--- src/rtl/fetch_unit.sv ---
`default_nettype none
// ============================================================================
// Module   : fetch_unit
// Purpose  : Instruction-fetch stage. Holds the PC, performs single-word
//            Wishbone-classic reads and hands {instruction, pc} to decode
//            through a valid/ready handshake. Redirects drop any fetch in
//            flight. Misaligned targets and bus errors are reported as
//            flagged packets in place of an instruction.
// Ports    : clk_i, rst_i            - clock, synchronous active-high reset
//            iport_*                 - Wishbone-classic read master
//            jump_i, jump_addr_i     - single-cycle redirect request/target
//            ready_i                 - decode accepts the current packet
//            valid_o, instruction_o,
//            pc_o                    - packet to decode
//            e_fetch_misaligned_o,
//            e_fetch_fault_o         - packet fault flags
// Revision : 1.0 - initial release
// ============================================================================
module fetch_unit #(
  parameter logic [31:0] RESET_ADDR = 32'h0000_0000,
  parameter logic [31:0] NOP        = 32'h0000_0013
) (
  input  logic        clk_i,
  input  logic        rst_i,
  output logic [31:0] iport_adr_o,
  output logic        iport_cyc_o,
  output logic        iport_stb_o,
  input  logic [31:0] iport_dat_i,
  input  logic        iport_ack_i,
  input  logic        iport_err_i,
  input  logic        jump_i,
  input  logic [31:0] jump_addr_i,
  input  logic        ready_i,
  output logic        valid_o,
  output logic [31:0] instruction_o,
  output logic [31:0] pc_o,
  output logic        e_fetch_misaligned_o,
  output logic        e_fetch_fault_o
);

  localparam logic [1:0] S_FETCH   = 2'd0;
  localparam logic [1:0] S_HOLD    = 2'd1;
  localparam logic [1:0] S_DISCARD = 2'd2;

  logic [1:0]  state_q, state_d;
  logic [31:0] pc_q, pc_d;
  logic        cyc_q, cyc_d;
  logic [31:0] adr_q, adr_d;
  logic        valid_q, valid_d;
  logic [31:0] instr_q, instr_d;
  logic [31:0] pc_out_q, pc_out_d;
  logic        mis_q, mis_d;
  logic        fault_q, fault_d;

  // The open bus cycle terminates this clock (ack or err).
  logic        bus_done;
  logic        pc_misaligned;

  assign bus_done      = cyc_q & (iport_ack_i | iport_err_i);
  assign pc_misaligned = (pc_q[1:0] != 2'b00);

  // --------------------------------------------------------------------------
  // State and output registers
  // --------------------------------------------------------------------------
  always_ff @(posedge clk_i) begin
    if (rst_i) begin
      state_q  <= S_FETCH;
      pc_q     <= RESET_ADDR;
      cyc_q    <= 1'b0;
      adr_q    <= RESET_ADDR;
      valid_q  <= 1'b0;
      instr_q  <= NOP;
      pc_out_q <= 32'h0000_0000;
      mis_q    <= 1'b0;
      fault_q  <= 1'b0;
    end else begin
      state_q  <= state_d;
      pc_q     <= pc_d;
      cyc_q    <= cyc_d;
      adr_q    <= adr_d;
      valid_q  <= valid_d;
      instr_q  <= instr_d;
      pc_out_q <= pc_out_d;
      mis_q    <= mis_d;
      fault_q  <= fault_d;
    end
  end

  // --------------------------------------------------------------------------
  // Next-state logic
  // --------------------------------------------------------------------------
  always_comb begin
    state_d = state_q;
    case (state_q)
      S_FETCH: begin
        if (jump_i) begin
          // A redirect with a cycle still pending must wait out that cycle.
          state_d = (cyc_q && !bus_done) ? S_DISCARD : S_FETCH;
        end else if (bus_done) begin
          state_d = S_HOLD;
        end else if (!cyc_q && pc_misaligned) begin
          state_d = S_HOLD;
        end
      end
      S_HOLD: begin
        if (jump_i || ready_i) begin
          state_d = S_FETCH;
        end
      end
      S_DISCARD: begin
        if (bus_done) begin
          state_d = S_FETCH;
        end
      end
      default: state_d = S_FETCH;
    endcase
  end

  // --------------------------------------------------------------------------
  // Output / datapath next values
  // --------------------------------------------------------------------------
  always_comb begin
    pc_d     = pc_q;
    cyc_d    = cyc_q;
    adr_d    = adr_q;
    valid_d  = valid_q;
    instr_d  = instr_q;
    pc_out_d = pc_out_q;
    mis_d    = mis_q;
    fault_d  = fault_q;

    case (state_q)
      S_FETCH: begin
        if (jump_i) begin
          pc_d    = jump_addr_i;
          valid_d = 1'b0;
          mis_d   = 1'b0;
          fault_d = 1'b0;
          if (bus_done) begin
            cyc_d = 1'b0;
          end
        end else if (cyc_q) begin
          if (iport_ack_i) begin
            cyc_d    = 1'b0;
            valid_d  = 1'b1;
            instr_d  = iport_dat_i;
            pc_out_d = adr_q;
            pc_d     = pc_q + 32'd4;
          end else if (iport_err_i) begin
            // PC stays put so the faulting address is what gets reported.
            cyc_d    = 1'b0;
            valid_d  = 1'b1;
            instr_d  = NOP;
            pc_out_d = adr_q;
            fault_d  = 1'b1;
          end
        end else if (pc_misaligned) begin
          // No bus cycle is issued for a misaligned target.
          valid_d  = 1'b1;
          instr_d  = NOP;
          pc_out_d = pc_q;
          mis_d    = 1'b1;
        end else begin
          cyc_d = 1'b1;
          adr_d = pc_q;
        end
      end
      S_HOLD: begin
        if (jump_i) begin
          pc_d    = jump_addr_i;
          valid_d = 1'b0;
          instr_d = NOP;
          mis_d   = 1'b0;
          fault_d = 1'b0;
        end else if (ready_i) begin
          valid_d = 1'b0;
          instr_d = NOP;
          mis_d   = 1'b0;
          fault_d = 1'b0;
        end
      end
      S_DISCARD: begin
        // The pending cycle's data is dropped; only the PC follows redirects.
        if (jump_i) begin
          pc_d = jump_addr_i;
        end
        if (bus_done) begin
          cyc_d = 1'b0;
        end
      end
      default: begin
        cyc_d   = 1'b0;
        valid_d = 1'b0;
      end
    endcase
  end

  assign iport_adr_o          = adr_q;
  assign iport_cyc_o          = cyc_q;
  assign iport_stb_o          = cyc_q;
  assign valid_o              = valid_q;
  assign instruction_o        = instr_q;
  assign pc_o                 = pc_out_q;
  assign e_fetch_misaligned_o = mis_q;
  assign e_fetch_fault_o      = fault_q;

endmodule
`default_nettype wire

--- config.mk ---
export PLATFORM = sky130hd
export DESIGN_NAME = fetch_unit
export DESIGN_NICKNAME = d
export VERILOG_FILES = /design/src/rtl/fetch_unit.sv
export SDC_FILE = /design/constraint.sdc
export NUM_CORES = 1
export LEC_CHECK = 0
export ABC_AREA = 1
export BUFFER_PORTS_ARGS = -buffer_cell sky130_fd_sc_hd__buf_2
export CAP_MARGIN = 5
export CORE_ASPECT_RATIO = 0.6
export CORE_MARGIN = 3
export CORE_UTILIZATION = 48
export CTS_CLUSTER_SIZE = 16
export DETAILED_ROUTE_END_ITERATION = 16
export PLACE_DENSITY = 0.76
export SLEW_MARGIN = 40
export SYNTH_ARGS = -nofsm -noshare
export SYNTH_HDL_FRONTEND = slang
export SYNTH_SLANG_ARGS = --single-unit
--- constraint.sdc ---
create_clock -name clk_i -period 1.7 [get_ports clk_i]
set_clock_uncertainty 0.2 [all_clocks]
set_input_delay 0.255 -clock clk_i [delete_from_list [all_inputs] [get_ports clk_i]]
set_output_delay 0.255 -clock clk_i [all_outputs]
set_load 0.01 [all_outputs]
==> results.tsv <==
stage	metric	value	unit
worst_setup_path	Crit. Startpoint	state_q[1]	
worst_setup_path	worst reg2reg path startpoint	state_q[1]	
clocking	clock sinks	134	
global_route	global-route wire length before repair	38.5	mm
cells_and_area	area of the multi-input gates	3960	um^2
synthesis	Post-synth top cells	nand2_1 (240), nor2_1 (179), dfxtp_1 (134), inv_1 (105), o21ai_0 (104)	
min_path	hold depth	5	
worst_setup_path	Critical Path End Type	flop	
drt	Post-DRT Antenna Nets	0	
placement	Placer Congestion	0.999	
clocking	CTS Root Cell	clkbuf_16	
synthesis	Avg Inst Size Synth	6.40	um^2
sta	final setup fails	134	
sta	final hold violation count	2	
cells_and_area	# diodes	0	
drt	drt pass-1 iters	6	
global_route	initial antenna violation count	0	
worst_setup_path	reg2reg end	iport_cyc_o	
worst_setup_path	CP max stage cell	dfxtp_2	
min_path	Worst Hold Path EP	instruction_o[28]	
global_route	largest net degree at the start of global routing	65	
placement	Post-Place Worst Slack	-198	ps
die	Die H	97.2	um
worst_setup_path	WP data arrival	2110	ps
clocking	clock transition at the registers of the reported paths	60	ps
sta	pins over their slew limit	0	
placement	Post-DP Area	8400	um^2
synthesis	Synth Instances	1038	
global_route	Tot GR Track Use	0.314	
power_and_ir_drop	VDD IR-drop max	0.000835	V
placement	number of port buffers	170	
synthesis	Primary FF master, synth	dfxtp_1	
sta	worst slew pin tran	525	ps
placement	placed insts	1433	
worst_setup_path	worst-path fanout max	6	
power_and_ir_drop	Cell Pwr Density	1810	nW/um^2
die	Die W	158	um
cells_and_area	Fillers	803	
drt	DRC	0	
drt	Avg Vias per Cell	5.89	
sta	Final Hold Slack	-2.49	ps
synthesis	Post-synth ARST share	0	
synthesis	Warnings, synthesis	0	
worst_setup_path	crit-path cells	inv_4 > ha_4 > inv_2 > nor2_4 > inv_2 > nor2_4 > nand2_4 > buf_12 > nand3_2 > o211ai_1 > inv_1	
drt	routed wire length	30.0	mm
synthesis	Synth area leader	dfxtp_1	
global_route	vias in the first global route	7183	
worst_setup_path	kind of critical path	flop to flop	
sta	Setup WS post-layout	-249	ps
die	core box area	13200	um^2
sta	fmax	513	MHz
synthesis	Post-synth EDFFs	0	
flow_run	number of max-cap violations	0	
synthesis	Seq/Total Area, Yosys	0.404	
run_status	outcome	finished with violations	
cells_and_area	Reg area	2700	um^2
synthesis	largest cells by area after synthesis	dfxtp_1 (40%), nand2_1 (14%), nor2_1 (10%)	
drt	per-cell routed wire length	19.9	um
cells_and_area	nets@finish	1401	
sta	Relative slew margins	0.650	
synthesis	count leader, synth	nand2_1	
die	Die Area	15300	um^2
sta	RSZ-0062 raised after global routing	true	
cells_and_area	layout cell share with drive strength beyond 1	0.390	
synthesis	Post-Syn Area	6650	um^2
global_route	Remaining Overflow, GRT	0	
sta	crit share post-route	1.15	
synthesis	synth unique cells	28	
sta	minimum clock period	1950	ps
worst_setup_path	reg-to-reg setup timing slack	-250	ps
min_path	Min-Delay Path Class	primary input to flop	
clocking	TritonCTS clock tree	built	
power_and_ir_drop	leakage power	4.63	nW
run_status	failing checks	hold timing, setup timing	
drt	Iter 0 DRT Violations	1251	
placement	dpl hpwl	16.3	mm
die	Initial Util	0.505	
clocking	CTS Buffer Depth	2	
clocking	H-tree levels	4	
clocking	clock latency on the worst-skew pair	430	ps
synthesis	top-area cell type share of the netlist area	0.404	
cells_and_area	Area Growth Syn to Fin	57.9	%
drt	via count	8888	
synthesis	net count after synthesis	1113	
worst_setup_path	CP startpoint kind	flop	
worst_setup_path	worst reg2reg path depth	11	
cells_and_area	final non-filler cell total	1509	
die	site row count	32	
die	I/O Pins	171	
power_and_ir_drop	Tot Pwr	19.0	mW
cells_and_area	fin area	10500	um^2
synthesis	Yosys reg bits	134	
worst_setup_path	Critical Path RT	1860	ps
clocking	TritonCTS Buffers	17	
min_path	Hold Crit Start	iport_dat_i[28]	
worst_setup_path	biggest cell delay along the critical path	330	ps
power by group:
group          total (mW)  internal [mW]  switching [mW]
sequential           4.90           4.13           0.775
clock                3.99           2.39            1.60
combinational        10.1           4.31            5.75
total                19.0           10.8            8.13
state kept, by name, indices dropped and copies added, names as in the netlist:
| register | cells |
|---|---|
| pc_o | 32 |
| valid_o | 1 |
| iport_cyc_o | 1 |
| instruction_o | 32 |
| pc_q | 32 |
| e_fetch_fault_o | 1 |
| state_q | 2 |
| iport_adr_o | 32 |
| e_fetch_misaligned_o | 1 |
worst max-delay path by stage:
stage / slack, ps / to / cells past startpoint
2_1_floorplan: -8 / iport_adr_o[12] / 10
3_3_place_gp: -160 / instruction_o[0] / 10
3_5_place_dp: -200 / state_q[1] / 9
4_1_cts: -70 / state_q[1] / 9
5_1_grt: -280 / iport_cyc_o / 11
6_report: -250 / iport_cyc_o / 11
placed cells by master, fill, tap and decap left out, types with 40 or more instances in the layout:
cell type  instances
nand2_1          213
o21ai_1           41
nor2_1           147
buf_4             92
dfxtp_1          123
inv_1             93
o21ai_2           40
nand3_1           53
a21oi_1           79
buf_2            171
layout make-up:
cell class	count	area share
Multi-Input combinational cell	736	0.377
Sequential cell	134	0.257
Timing Repair Buffer	327	0.243
Inverter	110	0.0428
Clock buffer	18	0.0418
Tap cell	170	0.0203
Clock inverter	14	0.0179
cells by family (layout without fill, tap and decap cells):
family          Yosys count  in the layout  synth area share
buf+inv                 168            469             0.107
flops                   134            134             0.404
fa+ha+maj                 5              5           0.00941
simple gates            501            501             0.303
compound gates          230            230             0.177
routing by layer:
metal / share of wire / up-vias / track usage
met2: 0.41 / 814 / 0.441
met1: 0.39 / 3975 / 0.467
met3: 0.15 / 200 / 0.0810
met4: 0.059 / 0 / 0.0973
met5: 0 / - / 0
li1: - / 3899 / -
per-stage QoR:
step	hold slack [ps]	TNS (ps)	utilization
floorplan	184	-75.5	-
global placement	230	-7440	0.637
detailed placement	234	-12450	0.637
CTS	2.16	-1580	0.734
global route	18.4	-21200	0.797
finish	-2.49	-16110	0.797
worst max-delay path, delay by kind of cell, from the launching register on:
kind	cells	cell delay, ps
flip-flops	1	330
adder cells (fa/ha/maj)	1	150
AND/OR/NAND/NOR	4	580
buffers and inverters	5	510
AO/OA/AOI/OAI	1	110
repair_timing:
action                                 CTS  global route
setup buffers                           10            10
hold buffers                            16             0
resized for setup                      112           212
setup endpoints to repair              120           134
pin swaps                               14            26
endpoints found under the hold margin   16             0
gates cloned                             5             7
Note: power is estimated with default switching activity, not from simulation.
